--- src/rtl/keypad_pkg.sv ---
// rtl/keypad_pkg.sv - shared state encoding, matrix sizes and row-priority helper for keypad_scan
package keypad_pkg;

    localparam int KEY_W = 4;
    localparam int MAT_N = 4;
    localparam int IDX_W = $clog2(MAT_N);

    typedef enum logic [1:0] {
        SCAN     = 2'd0,
        DEBOUNCE = 2'd1,
        HELD     = 2'd2,
        RELEASE  = 2'd3
    } state_t;

    // Index of the lowest active-low row; only meaningful when some row is low.
    function automatic logic [IDX_W-1:0] lowest_low(input logic [MAT_N-1:0] rows);
        lowest_low = '0;
        for (int i = MAT_N - 1; i >= 0; i--) begin
            if (!rows[i]) begin
                lowest_low = IDX_W'(i);
            end
        end
    endfunction

endpackage

--- src/rtl/sync_2ff.sv ---
// rtl/sync_2ff.sv - two-flop synchronizer for the asynchronous row inputs, resets to all ones
module sync_2ff #(
    parameter int W = 4
) (
    input  logic         clk_i,
    input  logic         resetn_i,
    input  logic [W-1:0] d_i,
    output logic [W-1:0] q_o
);

    logic [W-1:0] meta_q;
    logic [W-1:0] sync_q;

    always_ff @(posedge clk_i) begin
        if (!resetn_i) begin
            meta_q <= '1;
            sync_q <= '1;
        end else begin
            meta_q <= d_i;
            sync_q <= meta_q;
        end
    end

    assign q_o = sync_q;

endmodule

--- src/rtl/keypad_scan.sv ---
// rtl/keypad_scan.sv - 4x4 active-low matrix scanner with press/release debounce and code strobe
module keypad_scan
    import keypad_pkg::*;
#(
    parameter int SCAN_DIV = 50000,
    parameter int DEB_CNT  = 20
) (
    input  logic             clk_50MHz,
    input  logic             R,
    input  logic [MAT_N-1:0] row,
    output logic [MAT_N-1:0] col,
    output logic [KEY_W-1:0] code,
    output logic             valid,
    output logic             held
);

    localparam int DIV_W = $clog2(SCAN_DIV);
    localparam int CNT_W = $clog2(DEB_CNT + 1);
    localparam logic [DIV_W-1:0] DIV_LAST = DIV_W'(SCAN_DIV - 1);
    localparam logic [CNT_W-1:0] CNT_TGT  = CNT_W'(DEB_CNT);

    logic [MAT_N-1:0] row_s;
    logic [DIV_W-1:0] div_q;
    state_t           state_q, state_d;
    logic [IDX_W-1:0] col_idx_q, col_idx_d;
    logic [IDX_W-1:0] row_idx_q, row_idx_d;
    logic [CNT_W-1:0] deb_q, deb_d;
    logic [CNT_W-1:0] rel_q, rel_d;
    logic [KEY_W-1:0] code_q, code_d;
    logic             valid_q, valid_d;
    logic             held_q, held_d;

    logic tick;
    logic row_hit;
    logic any_low;

    sync_2ff #(.W(MAT_N)) u_row_sync (
        .clk_i    (clk_50MHz),
        .resetn_i (R),
        .d_i      (row),
        .q_o      (row_s)
    );

    assign tick    = (div_q == DIV_LAST);
    assign row_hit = !row_s[row_idx_q];
    assign any_low = !(&row_s);

    always_ff @(posedge clk_50MHz) begin
        if (!R) begin
            div_q     <= '0;
            state_q   <= SCAN;
            col_idx_q <= '0;
            row_idx_q <= '0;
            deb_q     <= '0;
            rel_q     <= '0;
            code_q    <= '0;
            valid_q   <= 1'b0;
            held_q    <= 1'b0;
        end else begin
            div_q     <= tick ? '0 : div_q + DIV_W'(1);
            state_q   <= state_d;
            col_idx_q <= col_idx_d;
            row_idx_q <= row_idx_d;
            deb_q     <= deb_d;
            rel_q     <= rel_d;
            code_q    <= code_d;
            valid_q   <= valid_d;
            held_q    <= held_d;
        end
    end

    always_comb begin
        state_d   = state_q;
        col_idx_d = col_idx_q;
        row_idx_d = row_idx_q;
        deb_d     = deb_q;
        rel_d     = rel_q;
        code_d    = code_q;
        valid_d   = 1'b0;
        held_d    = held_q;
        if (tick) begin
            case (state_q)
                SCAN: begin
                    if (any_low) begin
                        row_idx_d = lowest_low(row_s);
                        if (DEB_CNT == 1) begin
                            code_d  = {lowest_low(row_s), col_idx_q};
                            valid_d = 1'b1;
                            held_d  = 1'b1;
                            state_d = HELD;
                        end else begin
                            deb_d   = CNT_W'(1);
                            state_d = DEBOUNCE;
                        end
                    end else begin
                        col_idx_d = col_idx_q + IDX_W'(1);
                    end
                end
                DEBOUNCE: begin
                    if (row_hit) begin
                        if (deb_q + CNT_W'(1) == CNT_TGT) begin
                            code_d  = {row_idx_q, col_idx_q};
                            valid_d = 1'b1;
                            held_d  = 1'b1;
                            deb_d   = '0;
                            state_d = HELD;
                        end else begin
                            deb_d = deb_q + CNT_W'(1);
                        end
                    end else begin
                        deb_d     = '0;
                        col_idx_d = col_idx_q + IDX_W'(1);
                        state_d   = SCAN;
                    end
                end
                HELD: begin
                    // Column stays frozen, so only the captured key can affect row_hit.
                    if (!row_hit) begin
                        if (DEB_CNT == 1) begin
                            held_d    = 1'b0;
                            col_idx_d = col_idx_q + IDX_W'(1);
                            state_d   = SCAN;
                        end else begin
                            rel_d   = CNT_W'(1);
                            state_d = RELEASE;
                        end
                    end
                end
                RELEASE: begin
                    if (row_hit) begin
                        rel_d   = '0;
                        state_d = HELD;
                    end else if (rel_q + CNT_W'(1) == CNT_TGT) begin
                        rel_d     = '0;
                        held_d    = 1'b0;
                        col_idx_d = col_idx_q + IDX_W'(1);
                        state_d   = SCAN;
                    end else begin
                        rel_d = rel_q + CNT_W'(1);
                    end
                end
                default: state_d = SCAN;
            endcase
        end
    end

    assign col   = ~(MAT_N'(1) << col_idx_q);
    assign code  = code_q;
    assign valid = valid_q;
    assign held  = held_q;

endmodule

--- config.mk ---
export PLATFORM = sky130hd
export DESIGN_NAME = keypad_scan
export DESIGN_NICKNAME = d
export VERILOG_FILES = /design/src/rtl/keypad_pkg.sv /design/src/rtl/sync_2ff.sv /design/src/rtl/keypad_scan.sv
export SDC_FILE = /design/constraint.sdc
export NUM_CORES = 1
export LEC_CHECK = 0
export CAP_MARGIN = 10
export CELL_PAD_IN_SITES_DETAIL_PLACEMENT = 0
export CELL_PAD_IN_SITES_GLOBAL_PLACEMENT = 1
export CORE_UTILIZATION = 50
export CTS_BUF_LIST = sky130_fd_sc_hd__clkbuf_8
export DETAILED_ROUTE_END_ITERATION = 8
export GPL_TIMING_DRIVEN = 1
export PLACE_DENSITY = 0.89
export SLEW_MARGIN = 20
export SYNTH_ARGS = -nofsm -noshare
export SYNTH_HDL_FRONTEND = slang
export SYNTH_HIERARCHICAL = 1
export SYNTH_SLANG_ARGS = --single-unit
--- constraint.sdc ---
create_clock -name clk_50MHz -period 3.96 [get_ports clk_50MHz]
set_clock_uncertainty 0.2 [all_clocks]
set_input_delay 0.792 -clock clk_50MHz [delete_from_list [all_inputs] [get_ports clk_50MHz]]
set_output_delay 0.792 -clock clk_50MHz [all_outputs]
set_load 0.01 [all_outputs]
### Yosys cells after proc, flatten, opt, wreduce, memory -nomap -nowiden

Index checks and enable logic that the tools add are counted.

* bitwise gates (word level): 6
* $add $sub $neg: 4
* multiplexer cells: 32
* shift operators: 1
* $lt $le $gt $ge: 1
* reductions and logical operators: 15
* eq/ne operators: 16

Operators by type and width (count)
* 5-bit 2-to-1 mux: 6
* 2-bit 2-to-1 mux: 14
* 5-bit one-hot mux with 2 select lines: 2
* 16-bit by 1-bit adder with 16-bit output (second input constant): 1
* 16-bit equality test (second input constant): 1
* 2-bit inequality test (second input constant): 8
* 6-bit AND reduction: 2
* 5-bit by 1-bit adder with 5-bit output (second input constant): 2
* 5-bit equality test (second input constant): 2
* 3-bit AND reduction: 3
* 2-bit one-hot mux with 4 select lines: 1
* 4-bit AND reduction: 2
* 1-bit 2-to-1 mux: 6
* 3-bit inequality test (second input constant): 2
* 2-bit one-hot mux with 3 select lines: 1
* 2-bit nonzero test: 3
* 1-bit NOT: 5
* 5-bit AND reduction: 1
* 2-bit equality test (second input constant): 2
* 4-bit NOT: 1
* 4-bit OR reduction: 1
* 1-bit by 2-bit << shifter with 4-bit output (first input constant): 1
* 2-bit by 3-bit < comparator with 1-bit output (second input constant): 1
* 3-bit nonzero test: 1
* other kinds (6): 6

* word-level logic and storage cells: 86
* output and inout port bits: 10
* bits in registers: 46
* input port bits: 6

### Depth between registers and ports, before layout

Gate-level depths: netlist (run 1).

* depth after elaboration: 5
* gate-level depth with buffers: 6
* gate-level depth less buffers: 5

### Cells and area by module

The synthesis (run 1) kept the hierarchy.

Modules (own cells, without submodules)
* keypad_scan: area an instance 2189.6 µm², cells an instance 258, sequential area each 760.7 µm², instances 1
* sync_2ff: area an instance 210.2 µm², cells an instance 16, sequential area each 160.2 µm², instances 1

### Worst setup path before layout (run 1)

OpenSTA, ideal clock, no wires.

* path kind: reg2reg
* start point: reg rel_q[0]
* end point: reg col_idx_q[0]
* buffers on the path: 0
* cell stages (with the launch flop): 6
* period minus slack after synthesis: 2085 ps
* required time: 3626 ps
* setup time: 134 ps
* arrival: 1751 ps
* setup slack: 1875 ps
* cell sequence: dfxtp_1 ha_1 nor4bb_1 o211ai_1 and4_1 or4_1

* cells in the longest elaborated chain, start to end: 4

Ends and longest elaborated chain
* from (decl): line keypad_scan.sv:28 `logic [CNT_W-1:0] rel_q, rel_d;`
* from (signal assigned): line keypad_scan.sv:65 `rel_q <= rel_d;`
* 5-bit by 1-bit adder with 5-bit output: line keypad_scan.sv:133 `end else if (rel_q + CNT_W'(1) == CNT_TGT) begin`
* 5-bit equality test: line keypad_scan.sv:133
* 2-bit inequality test (no line)
* 6-bit AND reduction (no line)
* to (signal assigned): line keypad_scan.sv:62 `col_idx_q <= col_idx_d;`
* to (decl): line keypad_scan.sv:25 `logic [IDX_W-1:0] col_idx_q, col_idx_d;`

Every way passes these cells.
A chain may end at the register's enable or synchronous reset.

### Worst setup path after layout (run 1)

* start point: reg col_idx_q[0]
* end point: out col[2]

* cells in the longest elaborated chain, start to end: 2

Ends and longest elaborated chain
* 1-bit by 2-bit << shifter with 4-bit output: line keypad_scan.sv:147 `assign col = ~(MAT_N'(1) << col_idx_q);`
* 4-bit NOT: line keypad_scan.sv:147
* to (decl): line keypad_scan.sv:11 `output logic [MAT_N-1:0] col,`

Every way passes these cells.

==> results.cfg, run 1 <==
[status]
status = finished with violations
violations = DRC

[synthesis]
avgSynthCellArea_um2 = 8.76
synth_cell_types = 51
synth_warnings = 6
synth-main-ff-cell = dfxtp_1
synth_edf_count = 0
synth.yosys.seq_area_share = 0.384
synthArstFlopShare = 0
synth_area_mm2 = 0.00240
synth-seq-cells = 46
synthCells = 274
syn_nets = 287

[global_routing]
overflow = 0
grt_util_all_layers = 0.211
antenna_found_initial = 0
grt_pass1_vias = 1792
grt_max_degree = 26
grt_pass1_wl_um = 8490

[detailed_routing]
wl_um = 4960
drt_iter0_drc = 103
antenna_left = 0
vias_per_cell = 6.05
vias = 2050
first_pass_iters = 9
wl_per_cell_um = 14.6
drc_errors = 3

[layout]
nFillCells = 396
seqCellArea_um2 = 921
drive_above_1_share = 0.0801
mostFrequentLayoutCell = dfxtp_1
most-common-layout-cells = dfxtp_1 (46), nor2_1 (20), clkdlybuf4s50_1 (15), nor3_1 (14)
areaGrowthSynthToFinish_pct = 11.3
final_cells = 339
antenna_cells = 0
fin_area_mm2 = 0.00267
fin_nets = 299
multiInputGateArea_mm2 = 0.00137

[clock_network]
clk_pin_slew_ps = 90
cts_buffers = 5
cts_root_buf = clkbuf_8
cts.path.max_buffers = 2
cts_post_setup_buffers_inserted = 0
cts_resized = 0
tritoncts = done
cts_sinks = 46
h-tree-depth = 2
cts_hold_buf = 0
clock_latency_ps = 310

[floorplanning]
die_area_mm2 = 0.00508
rows = 24
core-area_mm2 = 0.00447
die_h_um = 71.3
die_w_um = 71.3
ios = 16
initial_utilization = 0.536

[sta]
max_freq_mhz = 378
rsz0062_at_grt = no
worst-slew-pin-transition_ps = 773
setup_viol_count_final = 0
finalCritPeriodShare = 0.667
whs_ps = 215
final_hold_viol_count = 0
slew_violations = 0
finalSetupTns_ps = 0
post-route-min-period_ps = 2640
max_slew_margin = 0.481

[setup_path]
cp.required_ps = 2970
cp_slowest_cell = clkdlybuf4s50_1
crit_path_end_kind = primary output
crit_type = reg -> out
r2r_slack_ps = 1370
cp-start-kind = flop
critical-path-max-stage-delay_ps = 520
crit_arrival_ps = 1650
cpMostUsedCell = inv_1
crit_chain = inv_1, ha_1, inv_1, clkdlybuf4s50_1
cpLargestDelayFamily = buffers and inverters
critPathBufInv = 3
critPathMaxFanout = 7

[power]
peakVddDrop_mv = 0.243
powerDensity_mw_per_mm2 = 303
p_leak_nw = 0.908

[min_path]
worstHoldPathType = reg -> reg

[placement]
gp_congestion = 0.842
dp_hpwl_um = 3380
placed_area_mm2 = 0.00258
place_inst = 331
io_buffers = 15

[flow_run]
maxCapViolations = 0
==> path summary, 6_finish.rpt <==
| path | start | to | cells after the start |
|---|---|---|---|
| hold reg to reg | u_row_sync/meta_q[0] | u_row_sync/q_o[0] | 1 |
| setup / recovery | col_idx_q[0] | col[2] | 4 |
| setup reg to reg | div_q[0] | rel_q[2] | 5 |
| hold / removal | u_row_sync/meta_q[0] | u_row_sync/q_o[0] | 1 |
==> layer usage <==
| layer | GRT usage | vias to the layer above | part of all wire |
|---|---|---|---|
| li1 | - | 1043 | - |
| met1 | 0.295 | 967 | 0.51 |
| met2 | 0.313 | 38 | 0.45 |
| met3 | 0.0464 | 2 | 0.029 |
| met4 | 0.0911 | 0 | 0.0060 |
| met5 | 0 | - | 0 |
==> through the flow <==
step           total power [mW]  setup WS, ps   util
2_1_floorplan             0.507          1870      -
3_3_place_gp              0.519          1210  0.576
3_5_place_dp              0.520          1180  0.576
4_1_cts                   0.818          1290  0.597
5_1_grt                   0.839          1180  0.597
6_report                  0.810          1320  0.597
==> power breakdown <==
part,switching (mW),internal (mW),total [mW],leakage (nW)
clock network,0.173,0.128,0.300,0.0447
logic,0.0217,0.0145,0.0362,0.490
registers,0.00469,0.469,0.473,0.373
==> state kept, by name, summed over array words and instances (netlist names), named ones only <==
name               cells
div_q                 16
deb_q                  5
rel_q                  5
code                   4
u_row_sync/meta_q      4
u_row_sync/q_o         4
col_idx_q              2
row_idx_q              2
held                   1
state_q                1
valid                  1
==> layout make-up <==
cell class / instances / area share
multi-input cells: 202 / 0.514
flip-flops and latches: 46 / 0.345
repair buffers: 17 / 0.0618
clock buffers: 5 / 0.0258
well taps: 52 / 0.0244
inverters: 14 / 0.0197
clock inverters: 3 / 0.00937
==> worst reg2reg max path, cell delays in order, from the launching register on <==
cell and delay [ps]:
dfxtp_1 390, ha_1 230, nand4_1 360, nor4_4 770, o311ai_0 290, a32o_1 260
==> kinds of logic after synthesis <==
logic type,share of synthesized area
flip-flops,0.384
multiplexers,0.0313
AO/OA/AOI/OAI,0.144
buffers and inverters,0.0438
adder cells (fa/ha/maj),0.0365
AND/OR/NAND/NOR,0.310
XOR/XNOR,0.0511
==> cell usage after synthesis, types with 2 or more instances <==
library cell   n  area (µm²)
a21oi_1       10        50.1
a31oi_1        5        31.3
and2_1         3        18.8
and3_1         4        25.0
and4_1         3        26.3
clkbuf_1      11        41.3
dfxtp_1       46         921
ha_1           7        87.6
inv_1         13        48.8
mux2_2         2        22.5
mux2i_1        3        30.0
nand2_1       13        48.8
nand2b_1      13        81.3
nand3_1       13        65.1
nand3b_1       2        15.0
nand4_1        8        50.1
nand4bb_1      2        22.5
nor2_1        20        75.1
nor3_1        14        70.1
nor4_1         8        50.1
nor4_4         2        42.5
nor4bb_1       2        20.0
o2111a_1       2        22.5
o2111ai_1      2        17.5
o211ai_1       2        15.0
o21a_1         2        15.0
o21ai_0       12        60.1
o221a_2        2        22.5
o31ai_1        4        30.0
or2_2          3        18.8
or3_1          5        31.3
or4_1          5        37.5
xnor2_1       11        96.3
xor2_1         3        26.3
Note: power is estimated with default switching activity, not from simulation.
==> inputs of run 2 (changes only) <==
- CORE_UTILIZATION: 50 -> 42
- PLACE_DENSITY: 0.89 -> 0.8
- clock period: 3.96 -> 2.4 ns (I/O delays scaled with it)
==> results.cfg, run 2 (same netlist as run 1, synthesis figures left out) <==
[status]
status = completed

[setup_path]
cp-start-kind = flop
crit_arrival_ps = 1570
critPathBufInv = 3
crit_type = reg -> out
cp.required_ps = 1720
cpMostUsedCell = inv_1
cpLargestDelayFamily = buffers and inverters
crit_path_end_kind = primary output
cp_slowest_cell = clkdlybuf4s50_1
crit_chain = inv_1, ha_1, inv_1, clkdlybuf4s50_1
critical-path-max-stage-delay_ps = 520
critPathMaxFanout = 5

[clock_network]
clock_latency_ps = 300
cts_buffers = 5
cts.path.max_buffers = 2
cts_sinks = 46
tritoncts = done
cts_root_buf = clkbuf_8
cts_hold_buf = 0
h-tree-depth = 2
clk_pin_slew_ps = 90

[layout]
most-common-layout-cells = dfxtp_1 (45), nor2_1 (20), clkdlybuf4s50_1 (15), nor3_1 (14)
fin_nets = 309
mostFrequentLayoutCell = dfxtp_1
areaGrowthSynthToFinish_pct = 17.7
drive_above_1_share = 0.118
largest_reg_flops = 16
antenna_cells = 0
post-route-util = 0.513
top_regs = div_q: 16 flops, deb_q: 5 flops, rel_q: 5 flops
top_register = div_q
nFillCells = 542
final_cells = 369

[detailed_routing]
wl_met1_um = 2620
first_pass_iters = 4
vias = 2074
drt_iter0_drc = 131
wl_met2_um = 2300
antenna_left = 0
wl_um = 5150
drc_errors = 0
wl_per_cell_um = 14.0
maxUsedRoutingLayer = met4
route.met3.wl_um = 179
vias_per_cell = 5.62

[sta]
max_slew_margin = 0.674
setup_viol_count_final = 0
finalSetupTns_ps = 0
max_freq_mhz = 444
rsz0062_at_grt = no
finalCritPeriodShare = 0.938
final_hold_viol_count = 0
slew_violations = 0
post-route-min-period_ps = 2250
worst-slew-pin-transition_ps = 487

[floorplanning]
rows = 27
die_w_um = 77.6
die_area_mm2 = 0.00602
initial_utilization = 0.436
ios = 16
die_h_um = 77.6
core-area_mm2 = 0.00551

[power]
p_leak_nw = 0.976
p_clk_frac = 0.412
p_int_mw = 1.11
powerDensity_mw_per_mm2 = 511
p_comb_frac = 0.047
swShare = 0.228
peakVddDrop_mv = 0.323
p_seq_frac = 0.541
switching_power_uw = 329

[global_routing]
grt_max_degree = 21
grt_util_all_layers = 0.189
grt_pass1_vias = 1950
grt_pass1_wl_um = 9160
overflow = 0
antenna_found_initial = 0

[min_path]
worstHoldPathType = reg -> reg

[flow_run]
maxCapViolations = 0

[placement]
place_inst = 361
io_buffers = 15
dp_hpwl_um = 3680
gp_congestion = 0.809
## run 2: changes by cell type in the layout (fill, tap and decap cells not counted)
cell,delta
buf_4,+8
dfxtp_1,-1
nor4bb_2,+1
dfxtp_2,+1
inv_6,-1
buf_12,+2
nor4bb_1,-1
clkinvlp_4,+1
clkinv_4,-1
bufinv_16,+1
## run 2: stage by stage
step	setup WS, ps	power [mW]	hold WS (ps)	instance area (µm²)
global placement	178	0.865	188	2700
detailed placement	165	0.866	196	2700
CTS	45.3	1.46	218	2820
floorplan	315	0.837	186	2400
global route	26.9	1.50	237	2820
finish	148	1.44	215	2820
## run 2: worst paths after layout
| check | startpoint | to | slack [ps] | cells past startpoint |
|---|---|---|---|---|
| hold / removal | u_row_sync/meta_q[3] | u_row_sync/q_o[3] | 220 | 1 |
| hold reg to reg | u_row_sync/meta_q[3] | u_row_sync/q_o[3] | 220 | 1 |
| setup reg to reg | row_idx_q[0] | col_idx_q[1] | 170 | 4 |
| setup / recovery | col_idx_q[1] | col[0] | 150 | 4 |
## run 2: timing repair
item / in CTS / in global routing
setup endpoints to repair: 0 / 4
gates resized for setup: 0 / 2
setup buffers: 0 / 0
## run 2: final cells by class
cell class                      count  area, µm²  area share
Clock inverter                      3       45.0      0.0160
Tap cell                           72       90.1      0.0319
Sequential cell                    46        922       0.327
Inverter                           14       52.6      0.0186
Timing Repair Buffer               27        265      0.0939
Multi-Input combinational cell    202       1380       0.489
Clock buffer                        5       68.8      0.0244
## run 2: power groups by stage
stage          clock network, mW  registers [mW]  logic (mW)
6_report                   0.594           0.781      0.0674
5_1_grt                    0.638           0.782      0.0757
4_1_cts                    0.609           0.781      0.0679
3_5_place_dp                   0           0.799      0.0674
3_3_place_gp                   0           0.798      0.0668
2_1_floorplan                  0           0.797      0.0398
## run 2: per-layer routing
layer,global-route usage,vias up
met5,0,-
met4,0.0566,0
met3,0.0353,5
met2,0.296,34
met1,0.262,980
li1,-,1055
==> inputs of run 3 (changes only) <==
- MAX_ROUTING_LAYER: default -> met4
- SLEW_MARGIN: 20 -> 10
==> results.cfg, run 3 (same netlist as run 1, synthesis figures left out) <==
[setup_path]
cpLargestDelayFamily = buffers and inverters
timing.rr.start = row_idx_q[0]
cp-endpoint = col[0]
r2r_slack_ps = 160
crit_path_end_kind = primary output
crit_type = reg -> out
crit_chain = inv_1, ha_1, inv_1, clkdlybuf4s50_1
crit_arrival_ps = 1570
r2r_end = col_idx_q[1]
cp_slowest_cell = clkdlybuf4s50_1
cp.required_ps = 1720
worstSetupStartpoint = col_idx_q[0]
reg2reg_depth = 4
cp-start-kind = flop
worst-path-stages = 4
critical-path-max-stage-delay_ps = 520
cpMostUsedCell = inv_1
critPathBufInv = 3
critPathMaxFanout = 7

[detailed_routing]
vias_per_cell = 5.61
drt_iter0_drc = 136
antenna_left = 0
vias = 2069
first_pass_iters = 4
drc_errors = 0
wl_per_cell_um = 14.0
wl_um = 5160

[layout]
top_regs = div_q: 16 flops, deb_q: 5 flops, rel_q: 5 flops
most-common-layout-cells = dfxtp_1 (45), nor2_1 (20), clkdlybuf4s50_1 (15), nor3_1 (14)
areaGrowthSynthToFinish_pct = 17.7
mostFrequentLayoutCell = dfxtp_1
top_register = div_q
final_cells = 369
drive_above_1_share = 0.118
antenna_cells = 0
largest_reg_flops = 16
fin_nets = 309

[sta]
final_hold_viol_count = 0
post-route-min-period_ps = 2250
finalSetupTns_ps = 0
slew_violations = 0
rsz0062_at_grt = no
setup_viol_count_final = 0
max_slew_margin = 0.674
max_freq_mhz = 444
worst-slew-pin-transition_ps = 487
finalCritPeriodShare = 0.937

[global_routing]
antenna_found_initial = 0
grt_pass1_wl_um = 9150
grt_pass1_vias = 1950
grt_util_all_layers = 0.194
grt_max_degree = 21
overflow = 0

[placement]
gp_congestion = 0.821
io_buffers = 15
dp_hpwl_um = 3680
place_inst = 361

[power]
p_leak_nw = 0.976
fin_total_pwr_mw = 1.44
peakVddDrop_mv = 0.323
powerDensity_mw_per_mm2 = 511

[flow_run]
maxCapViolations = 0

[clock_network]
cts_sinks = 46
tritoncts = done
clock_latency_ps = 300
cts_post_setup_buffers_inserted = 0
cts_buffers = 5
clk_pin_slew_ps = 90
cts_root_buf = clkbuf_8
h-tree-depth = 2
cts.path.max_buffers = 2

[floorplanning]
die_w_um = 77.6
die_h_um = 77.6
rows = 27
initial_utilization = 0.436
die_area_mm2 = 0.00602
core-area_mm2 = 0.00551
ios = 16

[min_path]
worstHoldPathType = reg -> reg

[status]
status = completed
## run 3: cell counts in the layout (fill, tap and decap cells not counted)
Identical to the previous run, type by type.
## run 3: where the power goes
part	internal, mW	leakage, nW	switching [mW]	total, mW
Combinational	0.0295	0.552	0.0379	0.0674
Sequential	0.773	0.373	0.00745	0.781
Clock	0.310	0.0504	0.284	0.594
Total	1.11	0.976	0.329	1.44
## run 3: layout make-up
type / instances / area, µm²
tap: 72 / 90.1
timing repair buffer: 27 / 265
multi-input combinational: 202 / 1380
clock buffer: 5 / 68.8
sequential: 46 / 922
clock inverter: 3 / 45.0
inverter: 14 / 52.6
fill: 542 / 2680
## run 3: worst min path at each step
stage / startpoint / to / slack, ps / cells after the start
finish: u_row_sync/meta_q[3] / u_row_sync/q_o[3] / 220 / 1
global route: u_row_sync/meta_q[1] / u_row_sync/q_o[1] / 240 / 1
CTS: u_row_sync/meta_q[3] / u_row_sync/q_o[3] / 220 / 1
detailed placement: u_row_sync/meta_q[3] / u_row_sync/q_o[3] / 200 / 1
global placement: u_row_sync/meta_q[2] / u_row_sync/q_o[2] / 190 / 1
floorplan: u_row_sync/meta_q[0] / u_row_sync/q_o[0] / 190 / 1
## run 3: worst reg2reg max path, stage by stage, from the launching register on
cell	delay, ps
dfxtp_1	430
mux4_2	680
o211ai_1	230
nor3_1	90
or4_1	490
## run 3: layer usage
metal  wire [µm]  track usage  vias up
met5           0            -        -
met4          55       0.0566        0
met3         203       0.0353        5
met2        2320        0.296       39
met1        2580        0.262      969
li1            -            -     1056
## run 3: through the flow
step | instance area, µm² | utilization | setup slack [ps] | hold slack [ps]
after floorplan | 2400 | - | 315 | 186
after global placement | 2700 | 0.491 | 178 | 188
after detailed placement | 2700 | 0.491 | 165 | 196
after CTS | 2820 | 0.511 | 45.3 | 218
after global routing | 2820 | 0.513 | 26.9 | 237
final | 2820 | 0.513 | 150 | 215
## run 3: timing repair
| item | 4_1_cts | 5_1_grt |
|---|---|---|
| hold buffers | 0 | 0 |
| setup endpoints to repair | 0 | 4 |
| resized for setup | 0 | 2 |
